[config.mk]
export PLATFORM = sky130hd
export DESIGN_NAME = pipe_rr_sched
export DESIGN_NICKNAME = d
export VERILOG_FILES = /design/src/rtl/pipe_rr_sched.sv
export SDC_FILE = /design/constraint.sdc
export NUM_CORES = 1
export LEC_CHECK = 0
export BUFFER_PORTS_ARGS = -buffer_cell sky130_fd_sc_hd__buf_2
export CORE_AREA = 2 2 92 94
export DETAILED_ROUTE_END_ITERATION = 6
export DIE_AREA = 0 0 94 96
export PLACE_DENSITY = 0.59
export SLEW_MARGIN = 20
export SYNTH_ARGS = -nofsm -noshare
export SYNTH_HDL_FRONTEND = slang
export SYNTH_SLANG_ARGS = --single-unit
[constraint.sdc]
create_clock -name clk -period 2.75 [get_ports clk]
set_clock_uncertainty 0.1 [all_clocks]
set_input_delay 0.55 -clock clk [delete_from_list [all_inputs] [get_ports clk]]
set_output_delay 0.55 -clock clk [all_outputs]
set_load 0.05 [all_outputs]
[src/rtl/pipe_rr_sched.sv]
// -----------------------------------------------------------------------------
// pipe_rr_sched
//
// Round-robin scheduler that shares one fixed-latency, non-stallable pipeline
// among N requesters. Each cycle it grants at most one requester and forwards
// that requester's operand into the pipe. It also carries the winner's ID and
// a valid bit through a tag pipeline that is exactly LATENCY stages deep. When
// the result comes out of the pipe, the tag is used to steer the response
// strobe back to the requester that issued the operation.
//
// Parameters
//   N        number of requesters (2..16)
//   WIDTH    operand / result width
//   LATENCY  latency of the shared pipe in clk cycles (>= 1)
//
// Ports
//   clk          clock; all state changes on posedge
//   rst          synchronous reset, active high
//   en           1 = new grants allowed, 0 = only drain operations in flight
//   req          per-requester request, held until granted
//   req_data     operand of requester i at [i*WIDTH +: WIDTH]
//   gnt          one-hot grant, combinational in the accept cycle
//   pipe_in      operand to the shared pipe (winner's data, otherwise 0)
//   pipe_in_vld  high when pipe_in carries a granted operation
//   pipe_out     result returning from the shared pipe
//   resp_vld     one-hot: the result for requester i is on resp_data this cycle
//   resp_data    pipe_out passed straight through; qualify it with resp_vld
//   busy         high while any operation is in flight, including the one
//                being granted this cycle
// -----------------------------------------------------------------------------
module pipe_rr_sched #(
    parameter int N       = 4,
    parameter int WIDTH   = 32,
    parameter int LATENCY = 1
) (
    input  logic                 clk,
    input  logic                 rst,
    input  logic                 en,
    input  logic [N-1:0]         req,
    input  logic [N*WIDTH-1:0]   req_data,
    output logic [N-1:0]         gnt,
    output logic [WIDTH-1:0]     pipe_in,
    output logic                 pipe_in_vld,
    input  logic [WIDTH-1:0]     pipe_out,
    output logic [N-1:0]         resp_vld,
    output logic [WIDTH-1:0]     resp_data,
    output logic                 busy
);

    localparam int PTR_W = (N > 1) ? $clog2(N) : 1;

    // -------------------------------------------------------------------------
    // State
    // -------------------------------------------------------------------------
    // ptr_reg holds the index that has the highest priority this cycle.
    logic [PTR_W-1:0] ptr_reg;
    logic [PTR_W-1:0] ptr_next;

    // Tag pipeline. Stage 0 is the oldest stage and lines up with pipe_out.
    logic [LATENCY-1:0] tag_vld_reg;
    logic [PTR_W-1:0]   tag_id_reg [LATENCY];

    // -------------------------------------------------------------------------
    // Operand unpacking
    // -------------------------------------------------------------------------
    logic [WIDTH-1:0] operand [N];

    generate
        for (genvar gi = 0; gi < N; gi++) begin : g_unpack
            assign operand[gi] = req_data[gi*WIDTH +: WIDTH];
        end
    endgenerate

    // -------------------------------------------------------------------------
    // Scan order
    // scan_idx[k] = (ptr + k) mod N. The extra sum bit prevents overflow
    // before the wrap, so this also works when N is not a power of two.
    // -------------------------------------------------------------------------
    logic [PTR_W-1:0] scan_idx [N];

    generate
        for (genvar gi = 0; gi < N; gi++) begin : g_scan
            logic [PTR_W:0] sum_full;
            logic [PTR_W:0] sum_wrap;
            assign sum_full = {1'b0, ptr_reg} + (PTR_W+1)'(gi);
            assign sum_wrap = (sum_full >= (PTR_W+1)'(N))
                            ? sum_full - (PTR_W+1)'(N)
                            : sum_full;
            assign scan_idx[gi] = sum_wrap[PTR_W-1:0];
        end
    endgenerate

    // -------------------------------------------------------------------------
    // Winner selection
    // The first requester found in scan order wins. The winner is only
    // meaningful when grant_ok is high; otherwise it defaults to 0.
    // -------------------------------------------------------------------------
    logic [PTR_W-1:0] winner;
    logic             winner_found;
    logic             grant_ok;

    always_comb begin
        winner       = '0;
        winner_found = 1'b0;
        for (int k = 0; k < N; k++) begin
            if (!winner_found && req[scan_idx[k]]) begin
                winner       = scan_idx[k];
                winner_found = 1'b1;
            end
        end
    end

    // Reset masks the grant combinationally, so no operation can issue while
    // rst is high, even though the state registers only clear at the edge.
    assign grant_ok = en && !rst && winner_found;

    // -------------------------------------------------------------------------
    // Grant and issue
    // -------------------------------------------------------------------------
    logic [N-1:0] winner_onehot;

    generate
        for (genvar gi = 0; gi < N; gi++) begin : g_gnt
            assign winner_onehot[gi] = (winner == PTR_W'(gi));
        end
    endgenerate

    assign gnt         = grant_ok ? winner_onehot : '0;
    assign pipe_in_vld = grant_ok;
    assign pipe_in     = grant_ok ? operand[winner] : '0;

    // The requester just served drops to the lowest priority.
    always_comb begin
        ptr_next = ptr_reg;
        if (grant_ok) begin
            if (winner == PTR_W'(N - 1)) begin
                ptr_next = '0;
            end else begin
                ptr_next = winner + PTR_W'(1);
            end
        end
    end

    always_ff @(posedge clk) begin
        if (rst) begin
            ptr_reg <= '0;
        end else begin
            ptr_reg <= ptr_next;
        end
    end

    // -------------------------------------------------------------------------
    // Tag pipeline
    // The newest stage (LATENCY-1) captures the issue of this cycle, and every
    // other stage takes the value of the stage above it. A reset drops every
    // tag. The pipe itself has no reset, so its data still comes out, but no
    // response strobe goes with it.
    // -------------------------------------------------------------------------
    generate
        for (genvar gi = 0; gi < LATENCY; gi++) begin : g_tag
            if (gi == LATENCY - 1) begin : g_head
                always_ff @(posedge clk) begin
                    if (rst) begin
                        tag_vld_reg[gi] <= 1'b0;
                        tag_id_reg[gi]  <= '0;
                    end else begin
                        tag_vld_reg[gi] <= pipe_in_vld;
                        tag_id_reg[gi]  <= winner;
                    end
                end
            end else begin : g_body
                always_ff @(posedge clk) begin
                    if (rst) begin
                        tag_vld_reg[gi] <= 1'b0;
                        tag_id_reg[gi]  <= '0;
                    end else begin
                        tag_vld_reg[gi] <= tag_vld_reg[gi+1];
                        tag_id_reg[gi]  <= tag_id_reg[gi+1];
                    end
                end
            end
        end
    endgenerate

    // -------------------------------------------------------------------------
    // Response routing
    // The strobe is also masked by rst. A response that would land in the
    // reset cycle belongs to an operation that the reset is dropping.
    // -------------------------------------------------------------------------
    logic         resp_live;
    logic [N-1:0] resp_onehot;

    assign resp_live = tag_vld_reg[0] && !rst;

    generate
        for (genvar gi = 0; gi < N; gi++) begin : g_resp
            assign resp_onehot[gi] = (tag_id_reg[0] == PTR_W'(gi));
        end
    endgenerate

    assign resp_vld  = resp_live ? resp_onehot : '0;
    assign resp_data = pipe_out;

    assign busy = !rst && ((|tag_vld_reg) || pipe_in_vld);

endmodule

==> results of run 1 <==
-- layout make-up --
| type | instances | area [um2] |
|---|---|---|
| well taps | 105 | 131 |
| flip-flops and latches | 5 | 100 |
| inverters | 3 | 11.3 |
| clock buffers | 4 | 45.0 |
| multi-input cells | 137 | 1420 |
| fillers | 826 | 5050 |
| repair buffers | 202 | 1290 |
-- cell families after synthesis --
logic type	count (synthesis)	synth area share
fa+ha+maj	4	0.0283
flops	5	0.0566
mux	64	0.362
simple gates	26	0.0912
compound gates	43	0.242
buf+inv	49	0.220
-- worst max-delay path by stage --
stage                              to   start  slack, ps  cells past startpoint
after global placement     pipe_in[3]  req[0]         40                      9
after CTS                  pipe_in[9]  req[0]          6                      9
final                     pipe_in[10]  req[0]         40                      9
after floorplan           pipe_in[19]  req[0]       -250                      5
after detailed placement  pipe_in[11]  req[0]         -1                      9
after global routing       pipe_in[3]  req[2]        -50                      9
-- power groups by stage --
stage                     Sequential, mW  Clock (mW)  Combinational, mW
after CTS                         0.0877       0.141              0.744
after detailed placement          0.0887           0              0.740
final                             0.0883       0.135              0.847
after global placement            0.0882           0              0.728
after floorplan                   0.0867           0              0.633
after global routing              0.0897       0.149              0.900
-- synth_stat cells (2+ instances only) --
library cell	instances	area, um2
sky130_fd_sc_hd__mux2i_1	64	641
sky130_fd_sc_hd__buf_4	32	240
sky130_fd_sc_hd__o22ai_2	22	275
sky130_fd_sc_hd__buf_6	11	124
sky130_fd_sc_hd__o22ai_1	10	62.6
sky130_fd_sc_hd__nor2_1	6	22.5
sky130_fd_sc_hd__dfxtp_1	5	100
sky130_fd_sc_hd__nand2_1	5	18.8
sky130_fd_sc_hd__and2_1	4	25.0
sky130_fd_sc_hd__ha_1	4	50.1
sky130_fd_sc_hd__a21oi_1	2	10.0
sky130_fd_sc_hd__and2b_1	2	15.0
sky130_fd_sc_hd__buf_2	2	10.0
sky130_fd_sc_hd__inv_1	2	7.51
sky130_fd_sc_hd__nand2_4	2	22.5
sky130_fd_sc_hd__nor2b_1	2	12.5
sky130_fd_sc_hd__nor4bb_1	2	20.0
sky130_fd_sc_hd__o21ai_1	2	10.0
-- what timing repair did --
action,CTS,global route
pin swaps,0,1
gates cloned,0,3
gates resized for setup,2,61
setup endpoints to repair,1,29
buffers inserted,0,3
-- critical path, delay by kind of cell --
kind	cells	cell delay, ps
muxes	1	220
AOI/OAI and AO/OA	3	490
buffers and inverters	4	670
and+or+nand+nor	1	120
-- per-layer routing --
layer  vias to the layer above  global-route usage  part of all wire
li1                       1005                   -                 -
met1                       933               0.114              0.35
met2                       125               0.218              0.53
met3                        14              0.0274             0.099
met4                         0              0.0314             0.015
met5                         -                   0                 0
==> impl_summary.txt, run 1 <==
----------------------------------------------------
[Outcome]
  Run status ... completed

[Logic synthesis]
  Sequential fraction of the synthesis area ... 0.0566
  Synthesized Nets ... 362
  Number of warning messages in the yosys log ... 0
  Number of distinct library cells after synthesis ... 30
  Mean Syn Cell Area ... 9.26 um2
  Primary FF master, synth ... sky130_fd_sc_hd__dfxtp_1
  FFs w/ async S/R, synth ... 0
  Area of the mapped netlist ... 1770 um2
  Number of flops mapped to enable cells by yosys ... 0
  Number of synthesized register bits ... 5
  Synthesized netlist cell count ... 191

[Critical path]
  Critical path fanouts, max ... 8
  Depth of the worst register-to-register path ... 8
  Data arrival at the endpoint of the critical path ... 2060 ps
  Cell occurring most often along the worst timing path ... sky130_fd_sc_hd__buf_6
  Setup CP Type ... in2out
  Startpoint of the worst register-to-register path ... ptr_reg[0]$_SDFFE_PP0P_
  Startpoint Class ... input port
  Critical Path End Type ... output pin
  Flop-to-flop setup slack ... 970 ps
  Cells traversed along the worst timing path ... buf_6 > nor2b_4 > o21ai_2 > a21boi_4 > buf_6 > clkbuf_16 > mux2i_2 > o22ai_2 > buf_2
  Required arrival time at the worst endpoint ... 2100 ps
  CP max stage delay ... 290 ps
  Slowest stage cell, crit path ... sky130_fd_sc_hd__a21boi_4
  Reg2Reg Capture Point ... ptr_reg[1]$_SDFFE_PP0P_

[CTS]
  Clock slew at the register clock pins of the worst setup and hold paths ... 40 ps
  Clock tree from TritonCTS ... yes
  Maximum level of the CTS H-tree ... 1
  TritonCTS Buffers ... 3
  Buffer type at the clock tree root ... sky130_fd_sc_hd__clkbuf_8
  Post-CTS Hold Fix Bufs ... 0
  Clock latency of the later-clocked register in the worst-skew pair ... 220 ps
  Total number of clock tree sinks ... 5
  Max Buffers Root-to-Sink ... 2

[STA]
  Smallest setup slack after layout ... 40.7 ps
  Hold Fails Final Rpt ... 0
  Peak clock frequency supported by timing ... 0.369 GHz
  RSZ-0062 raised after global routing ... yes
  Final worst hold slack ... 407 ps
  Final setup vio count ... 0
  Post-layout minimum cycle time ... 2710 ps
  Rel. slew slack ... 0.744
  Final critical-path share of the clock period ... 0.985
  Max-slew violation total from the final report ... 0
  Slew at the pin with the worst max-slew slack ... 383 ps
  Total Neg Setup Slack ... 0 ps

[Drt]
  Number of iterations in the first detailed-routing pass ... 4
  Antenna viol nets, final ... 0
  Post-detailed-route via-to-cell ratio ... 4.55
  Routed via count ... 2077
  Residual DRC ... 0
  Total wire length ... 6.45 mm
  Per-cell routed wire length ... 14.1 um
  Starting DRT DRC Count ... 20

[Power]
  Sequential Power Share ... 0.083
  Relative contribution of combinational cells to total power ... 0.791
  Clock group share of total power ... 0.126
  Design Power ... 1.07 mW
  Sw Share ... 0.458
  Switching Power ... 490 uW
  Peak supply drop ... 0.000210 V
  Cell Pwr Density ... 357 nW/um2
  Static leakage ... 1.52 nW
  Internal power consumption ... 581 uW

[GRT]
  Vias in the first global route ... 1876
  Remaining global-route overflow ... 0
  Antenna violations before repair ... 0
  First-pass GRT wire length ... 8.19 mm
  Gr usage total ... 0.110
  Maximum number of pins on one net before global-route repair ... 17

[Finish]
  Total Nets Final ... 523
  Diode count ... 0
  Layout cell share with drive strength beyond 1 ... 0.735
  Leading cell types in the layout, fill and taps excluded ... sky130_fd_sc_hd__buf_2, sky130_fd_sc_hd__mux2i_1, sky130_fd_sc_hd__buf_4
  Final core area utilization ... 0.373
  Final design instance area without fill ... 3000 um2
  Leading cell type in the layout, fill and taps excluded ... sky130_fd_sc_hd__buf_2
  Final Non-Filler Cells ... 456
  Area Overhead vs Synth ... 69.7%

[Floorplan]
  Die W ... 94 um
  Effective utilization at floorplan ... 0.220
  Y dimension of the die ... 96 um
  Number of placement rows ... 33
  Ports ... 241
  Full die area ... 9020 um2
  Placeable Area ... 8050 um2

[Flow run]
  Number of max-capacitance violations reported ... 0

[Placed design]
  Placed Cells ... 446
  Half-perimeter wire length after detailed placement ... 5.06 mm
  RePlAce Congestion ... 0.766
  Instance area at placement ... 2680 um2
  Post-place setup slack ... -1.24 ps
  Port Buffers ... 176

[Min path]
  Worst Min Path Start ... ptr_reg[0]$_SDFFE_PP0P_
  Class of the worst hold path ... reg2reg
  Worst Hold Path EP ... ptr_reg[0]$_SDFFE_PP0P_
  Number of cells traversed by the worst hold path ... 2

----------------------------------------------------
No activity file was read; power rests on OpenSTA's default activity.
==> inputs of run 2 (changes only) <==
clock period = 2.55 ns   (was 2.75 ns; I/O delays follow)
==> impl_summary.txt, run 2 (same netlist as run 1, synthesis figures left out) <==
----------------------------------------------------
[Floorplan]
  Placeable Area ... 8050 um2 (unchanged)
  Die W ... 94 um (unchanged)
  Number of placement rows ... 33 (unchanged)
  Y dimension of the die ... 96 um (unchanged)
  Ports ... 241 (unchanged)
  Full die area ... 9020 um2 (unchanged)
  Effective utilization at floorplan ... 0.220 (unchanged)

[Power]
  Switching Power ... 608 uW (+24%)
  Sw Share ... 0.443 (-0.0143)
  Sequential Power Share ... 0.069 (-0.014)
  Internal power consumption ... 764 uW (+32%)
  Peak supply drop ... 0.000148 V (-30%)
  Clock group share of total power ... 0.106 (-0.020)
  Static leakage ... 1.67 nW (+10%)
  Relative contribution of combinational cells to total power ... 0.825 (+0.034)
  Cell Pwr Density ... 380 nW/um2 (+6.7%)

[STA]
  Hold Fails Final Rpt ... 0 (unchanged)
  RSZ-0062 raised after global routing ... yes
  Peak clock frequency supported by timing ... 0.389 GHz
  Rel. slew slack ... 0.833 (+0.0884)
  Post-layout minimum cycle time ... 2570 ps
  Smallest setup slack after layout ... -23.2 ps (-63.9 ps)
  Max-slew violation total from the final report ... 0 (unchanged)
  Final setup vio count ... 5 (+5)
  Final critical-path share of the clock period ... 1.01
  Slew at the pin with the worst max-slew slack ... 244 ps (-139 ps)

[Drt]
  Residual DRC ... 0 (unchanged)
  Total wire length ... 7.88 mm (+22%)
  Per-cell routed wire length ... 17.0 um (+20%)
  Met1 layer wirelength in the final routing ... 2.98 mm (+31%)
  Starting DRT DRC Count ... 20 (unchanged)
  Number of iterations in the first detailed-routing pass ... 4 (unchanged)
  Antenna viol nets, final ... 0 (unchanged)
  Met2 wire length ... 4.32 mm (+26%)
  Highest routed layer ... met4
  Met3 WL ... 504 um (-21%)
  Routed via count ... 2153 (+3.7%)
  Post-detailed-route via-to-cell ratio ... 4.63 (+1.7%)

[CTS]
  TritonCTS Buffers ... 3 (unchanged)
  Clock tree from TritonCTS ... yes
  Maximum level of the CTS H-tree ... 1 (unchanged)
  Total number of clock tree sinks ... 5 (unchanged)
  Buffer type at the clock tree root ... sky130_fd_sc_hd__clkbuf_8
  Clock slew at the register clock pins of the worst setup and hold paths ... 30 ps (about the same)
  Max Buffers Root-to-Sink ... 2 (unchanged)
  Clock latency of the later-clocked register in the worst-skew pair ... 220 ps (about the same)

[GRT]
  Gr usage total ... 0.132 (+0.0216)
  Maximum number of pins on one net before global-route repair ... 21 (+4)
  First-pass GRT wire length ... 9.36 mm (+14%)
  Remaining global-route overflow ... 0 (unchanged)
  Antenna violations before repair ... 0 (unchanged)
  Vias in the first global route ... 1986 (+5.9%)

[Critical path]
  Required arrival time at the worst endpoint ... 1940 ps (-160 ps)
  Critical path fanouts, max ... 5 (-3)
  Setup CP Type ... in2out
  Startpoint Class ... input port
  Critical Path End Type ... output pin
  Data arrival at the endpoint of the critical path ... 1960 ps (-100 ps)

[Placed design]
  Port Buffers ... 176 (unchanged)
  RePlAce Congestion ... 0.796 (+3.9%)
  Half-perimeter wire length after detailed placement ... 4.88 mm (-3.5%)
  Instance area at placement ... 2680 um2 (unchanged)
  Placed Cells ... 442 (-0.90%)

[Outcome]
  Run status ... finished with violations
  Violations in the final reports ... setup timing

[Min path]
  Class of the worst hold path ... reg2reg

[Finish]
  Number of filler instances in the final layout ... 755 (-8.6%)
  Total Nets Final ... 532 (+1.7%)
  Leading cell type in the layout, fill and taps excluded ... sky130_fd_sc_hd__buf_2
  Layout cell share with drive strength beyond 1 ... 0.792 (+0.0566)
  Leading cell types in the layout, fill and taps excluded ... sky130_fd_sc_hd__buf_2, sky130_fd_sc_hd__mux2i_1, sky130_fd_sc_hd__buf_6
  Final Non-Filler Cells ... 465 (+2.0%)
  Final design instance area without fill ... 3610 um2 (+20%)
  Area Overhead vs Synth ... 104%
  Final core area utilization ... 0.448 (+0.0752)
  Diode count ... 0 (unchanged)

[Flow run]
  Number of max-capacitance violations reported ... 0 (unchanged)

----------------------------------------------------
[run 2: cell types whose count changed in the layout (fill, tap and decap cells not counted), moves of 5 or more]
cell	previous run	this run
sky130_fd_sc_hd__mux2i_1	48	40
sky130_fd_sc_hd__mux2i_4	3	8
sky130_fd_sc_hd__buf_6	5	33
sky130_fd_sc_hd__buf_4	27	16
sky130_fd_sc_hd__buf_2	157	138
sky130_fd_sc_hd__o22ai_2	24	29
sky130_fd_sc_hd__o22ai_1	8	0
sky130_fd_sc_hd__clkbuf_16	3	8
[run 2: power by group through the flow]
stage	Clock, mW	Combinational, mW	Sequential (mW)
finish	0.145	1.13	0.0945
global route	0.155	1.19	0.0957
CTS	0.150	0.955	0.0948
detailed placement	0	0.782	0.0948
global placement	0	0.771	0.0945
floorplan	0	0.696	0.0930
[run 2: path summary, 6_finish.rpt]
check	startpoint	slack, ps	end	depth (start not counted)
worst min-delay path	ptr_reg[1]$_SDFFE_PP0P_	410	ptr_reg[1]$_SDFFE_PP0P_	2
worst max-delay path	req[2]	-20	pipe_in[29]	10
worst max register to register	ptr_reg[0]$_SDFFE_PP0P_	830	ptr_reg[1]$_SDFFE_PP0P_	7
worst min register to register	ptr_reg[1]$_SDFFE_PP0P_	410	ptr_reg[1]$_SDFFE_PP0P_	2
[run 2: metrics by stage]
step	TNS (ps)	hold slack, ps	worst slack (ps)	power [mW]
3_3_place_gp	-1390	369	-79.4	0.866
3_5_place_dp	-2140	376	-116	0.877
6_report	-36.1	410	-23.2	1.37
4_1_cts	-19.5	386	-15.2	1.20
5_1_grt	-1350	456	-64.3	1.44
2_1_floorplan	-624	345	-312	0.789
[run 2: worst max-delay path, stage by stage]
cell,delay [ps]
sky130_fd_sc_hd__buf_6,100
sky130_fd_sc_hd__and2b_2,220
sky130_fd_sc_hd__nor2_4,110
sky130_fd_sc_hd__a21boi_4,70
sky130_fd_sc_hd__buf_12,140
sky130_fd_sc_hd__buf_12,140
sky130_fd_sc_hd__buf_16,150
sky130_fd_sc_hd__mux2i_4,180
sky130_fd_sc_hd__o22ai_2,180
sky130_fd_sc_hd__buf_6,180
[run 2: final cells by class]
class | instances | area [um2] | share of cell area
flip-flops and latches | 5 | 101 | 0.0281
clock buffers | 4 | 45.0 | 0.0125
multi-input cells | 137 | 1610 | 0.446
inverters | 3 | 11.3 | 0.00312
repair buffers | 211 | 1710 | 0.474
well taps | 105 | 131 | 0.0364
[run 2: timing repair]
item / in CTS / in global routing
cloned: 4 / 9
gates resized for setup: 73 / 54
pin swaps: 6 / 23
setup buffers: 4 / 2
setup endpoints to repair: 35 / 36
hold buffers: 0 / 0
[run 2: per-layer routing]
metal | global-route usage | vias to the layer above
li1 | - | 1031
met1 | 0.140 | 998
met4 | 0.0326 | 0
met5 | 0 | -
met3 | 0.0204 | 12
met2 | 0.268 | 112
==> inputs of run 3 (changes only) <==
BUFFER_PORTS_ARGS = unset   (was -buffer_cell sky130_fd_sc_hd__buf_2)
CORE_AREA = 2 2 94 96   (was 2 2 92 94)
DIE_AREA = 0 0 96 98   (was 0 0 94 96)
DONT_BUFFER_PORTS = 1   (was unset)
PLACE_DENSITY = 0.32   (was 0.59)
==> impl_summary.txt, run 3 (same netlist as run 1, synthesis figures left out) <==
----------------------------------------------------
[Critical path]
  CP max stage delay ... 310 ps (+90 ps)
  Flop-to-flop setup slack ... 870 ps (+40 ps)
  Slowest stage cell, crit path ... sky130_fd_sc_hd__dfxtp_1
  Cell occurring most often along the worst timing path ... sky130_fd_sc_hd__buf_12
  Startpoint Class ... flip-flop
  Required arrival time at the worst endpoint ... 1940 ps (about the same)
  Cells traversed along the worst timing path ... and2b_1 > nor2_2 > a21boi_4 > buf_12 > buf_16 > mux2i_2 > o22ai_2 > buf_12
  Data arrival at the endpoint of the critical path ... 1860 ps (-100 ps)
  Critical path fanouts, max ... 11 (+6)
  Count of buffer and inverter cells on the critical path ... 3 (-2)
  Critical Path End Type ... output pin
  Kind of cell with the highest combined delay on the critical path ... buffers and inverters
  Setup CP Type ... reg2out

[STA]
  Slew at the pin with the worst max-slew slack ... 504 ps (+260 ps)
  Final critical-path share of the clock period ... 0.970 (-0.0390)
  Final setup vio count ... 0 (-5)
  Rel. slew slack ... 0.664 (-0.169)
  Hold Fails Final Rpt ... 0 (unchanged)
  Peak clock frequency supported by timing ... 0.404 GHz (+4.0%)
  Max-slew violation total from the final report ... 0 (unchanged)
  RSZ-0062 raised after global routing ... yes
  Post-layout minimum cycle time ... 2470 ps (-99.5 ps)

[Flow run]
  Number of max-capacitance violations reported ... 0 (unchanged)

[Drt]
  Per-cell routed wire length ... 18.8 um (+11%)
  Total wire length ... 5.88 mm (-25%)
  Starting DRT DRC Count ... 15 (-25%)
  Number of iterations in the first detailed-routing pass ... 3 (-1)
  Antenna viol nets, final ... 0 (unchanged)
  Post-detailed-route via-to-cell ratio ... 4.94 (+6.7%)
  Routed via count ... 1541 (-28%)
  Residual DRC ... 0 (unchanged)

[Placed design]
  Port Buffers ... 0 (-100%)
  Half-perimeter wire length after detailed placement ... 4.29 mm (-12%)
  Placed Cells ... 301 (-32%)
  RePlAce Congestion ... 0.781 (-2.0%)
  Instance area at placement ... 2510 um2 (-6.5%)

[CTS]
  Clock tree from TritonCTS ... yes
  Post-CTS Hold Fix Bufs ... 0 (unchanged)
  Maximum level of the CTS H-tree ... 1 (unchanged)
  Clock latency of the later-clocked register in the worst-skew pair ... 220 ps (about the same)
  Max Buffers Root-to-Sink ... 2 (unchanged)
  TritonCTS Buffers ... 3 (unchanged)
  Total number of clock tree sinks ... 5 (unchanged)
  Clock slew at the register clock pins of the worst setup and hold paths ... 40 ps (about the same)
  Buffer type at the clock tree root ... sky130_fd_sc_hd__clkbuf_8

[GRT]
  Maximum number of pins on one net before global-route repair ... 24 (+14%)
  Remaining global-route overflow ... 0 (unchanged)
  First-pass GRT wire length ... 7.49 mm (-20%)
  Gr usage total ... 0.102 (-0.0301)
  Vias in the first global route ... 1523 (-23%)
  Antenna violations before repair ... 0 (unchanged)

[Outcome]
  Run status ... completed

[Floorplan]
  Ports ... 241 (unchanged)
  Placeable Area ... 8470 um2 (+5.1%)
  Full die area ... 9410 um2 (+4.3%)
  Y dimension of the die ... 98 um (+2.1%)
  Effective utilization at floorplan ... 0.209 (-0.0107)
  Number of placement rows ... 34 (+3.0%)
  Die W ... 96 um (+2.1%)

[Finish]
  Final Non-Filler Cells ... 312 (-33%)
  Diode count ... 0 (unchanged)
  Final design instance area without fill ... 2800 um2 (-22%)
  Area Overhead vs Synth ... 58.1%
  Layout cell share with drive strength beyond 1 ... 0.569 (-0.223)
  Number of filler instances in the final layout ... 846 (+12%)
  Leading cell types in the layout, fill and taps excluded ... sky130_fd_sc_hd__mux2i_1, sky130_fd_sc_hd__buf_12, sky130_fd_sc_hd__o22ai_2
  Total Nets Final ... 376 (-29%)
  Leading cell type in the layout, fill and taps excluded ... sky130_fd_sc_hd__mux2i_1

[Power]
  Cell Pwr Density ... 428 nW/um2 (+13%)
  Static leakage ... 1.05 nW (-37%)
  Peak supply drop ... 0.000172 V (+16%)

[Min path]
  Class of the worst hold path ... in2reg

----------------------------------------------------
run 3: worst paths after layout:
check / cells after the start / startpoint / to
setup / recovery: 8 / ptr_reg[0]$_SDFFE_PP0P_ / pipe_in[22]
hold / removal: 1 / rst / ptr_reg[1]$_SDFFE_PP0P_
setup reg to reg: 8 / ptr_reg[0]$_SDFFE_PP0P_ / ptr_reg[1]$_SDFFE_PP0P_
hold reg to reg: 2 / ptr_reg[0]$_SDFFE_PP0P_ / ptr_reg[0]$_SDFFE_PP0P_
run 3: worst register-to-register path, delay by kind of cell, from the launching register on:
kind | cells | cell delay, ps
adders and majority gates | 1 | 270
buffers and inverters | 2 | 330
AOI/OAI and AO/OA | 2 | 180
DFF | 1 | 330
and+or+nand+nor | 3 | 380
run 3: where the power goes:
part,total (mW),switching (mW),internal (mW),leakage [nW]
Combinational,0.955,0.476,0.479,0.985
Clock,0.148,0.0402,0.107,0.0228
Sequential,0.0949,0.00809,0.0868,0.0417
Total,1.20,0.524,0.674,1.05
run 3: final cells by class:
class / instances / area, um2 / area share
Clock buffer: 4 / 45.0 / 0.0161
Inverter: 3 / 11.3 / 0.00403
Sequential cell: 5 / 101 / 0.0362
Timing Repair Buffer: 55 / 1060 / 0.377
Tap cell: 108 / 135 / 0.0483
Multi-Input combinational cell: 137 / 1450 / 0.518
run 3: timing repair:
action | 4_1_cts | 5_1_grt
gates resized for setup | 1 | 20
pin swaps | 1 | 1
cloned | 1 | 4
endpoints found under the setup margin | 14 | 34
buffers inserted | 2 | 0
run 3: layer usage:
layer | wire, um | part of all wire | track usage | vias up
li1 | - | - | - | 706
met1 | 2050 | 0.35 | 0.0985 | 717
met2 | 3330 | 0.57 | 0.205 | 110
met3 | 459 | 0.078 | 0.0255 | 8
met4 | 34 | 0.0058 | 0.0242 | 0
met5 | 0 | 0 | 0 | -
run 3: per-stage QoR:
step	setup WS [ps]	TNS (ps)	total power, mW	utilization	hold WS [ps]
floorplan	-312	-624	0.789	-	345
global placement	42.1	0	0.928	0.296	363
detailed placement	37.0	0	0.929	0.296	365
CTS	30.8	0	1.11	0.308	246
global route	-28.9	-97.3	1.26	0.330	233
finish	76.3	0	1.20	0.330	243
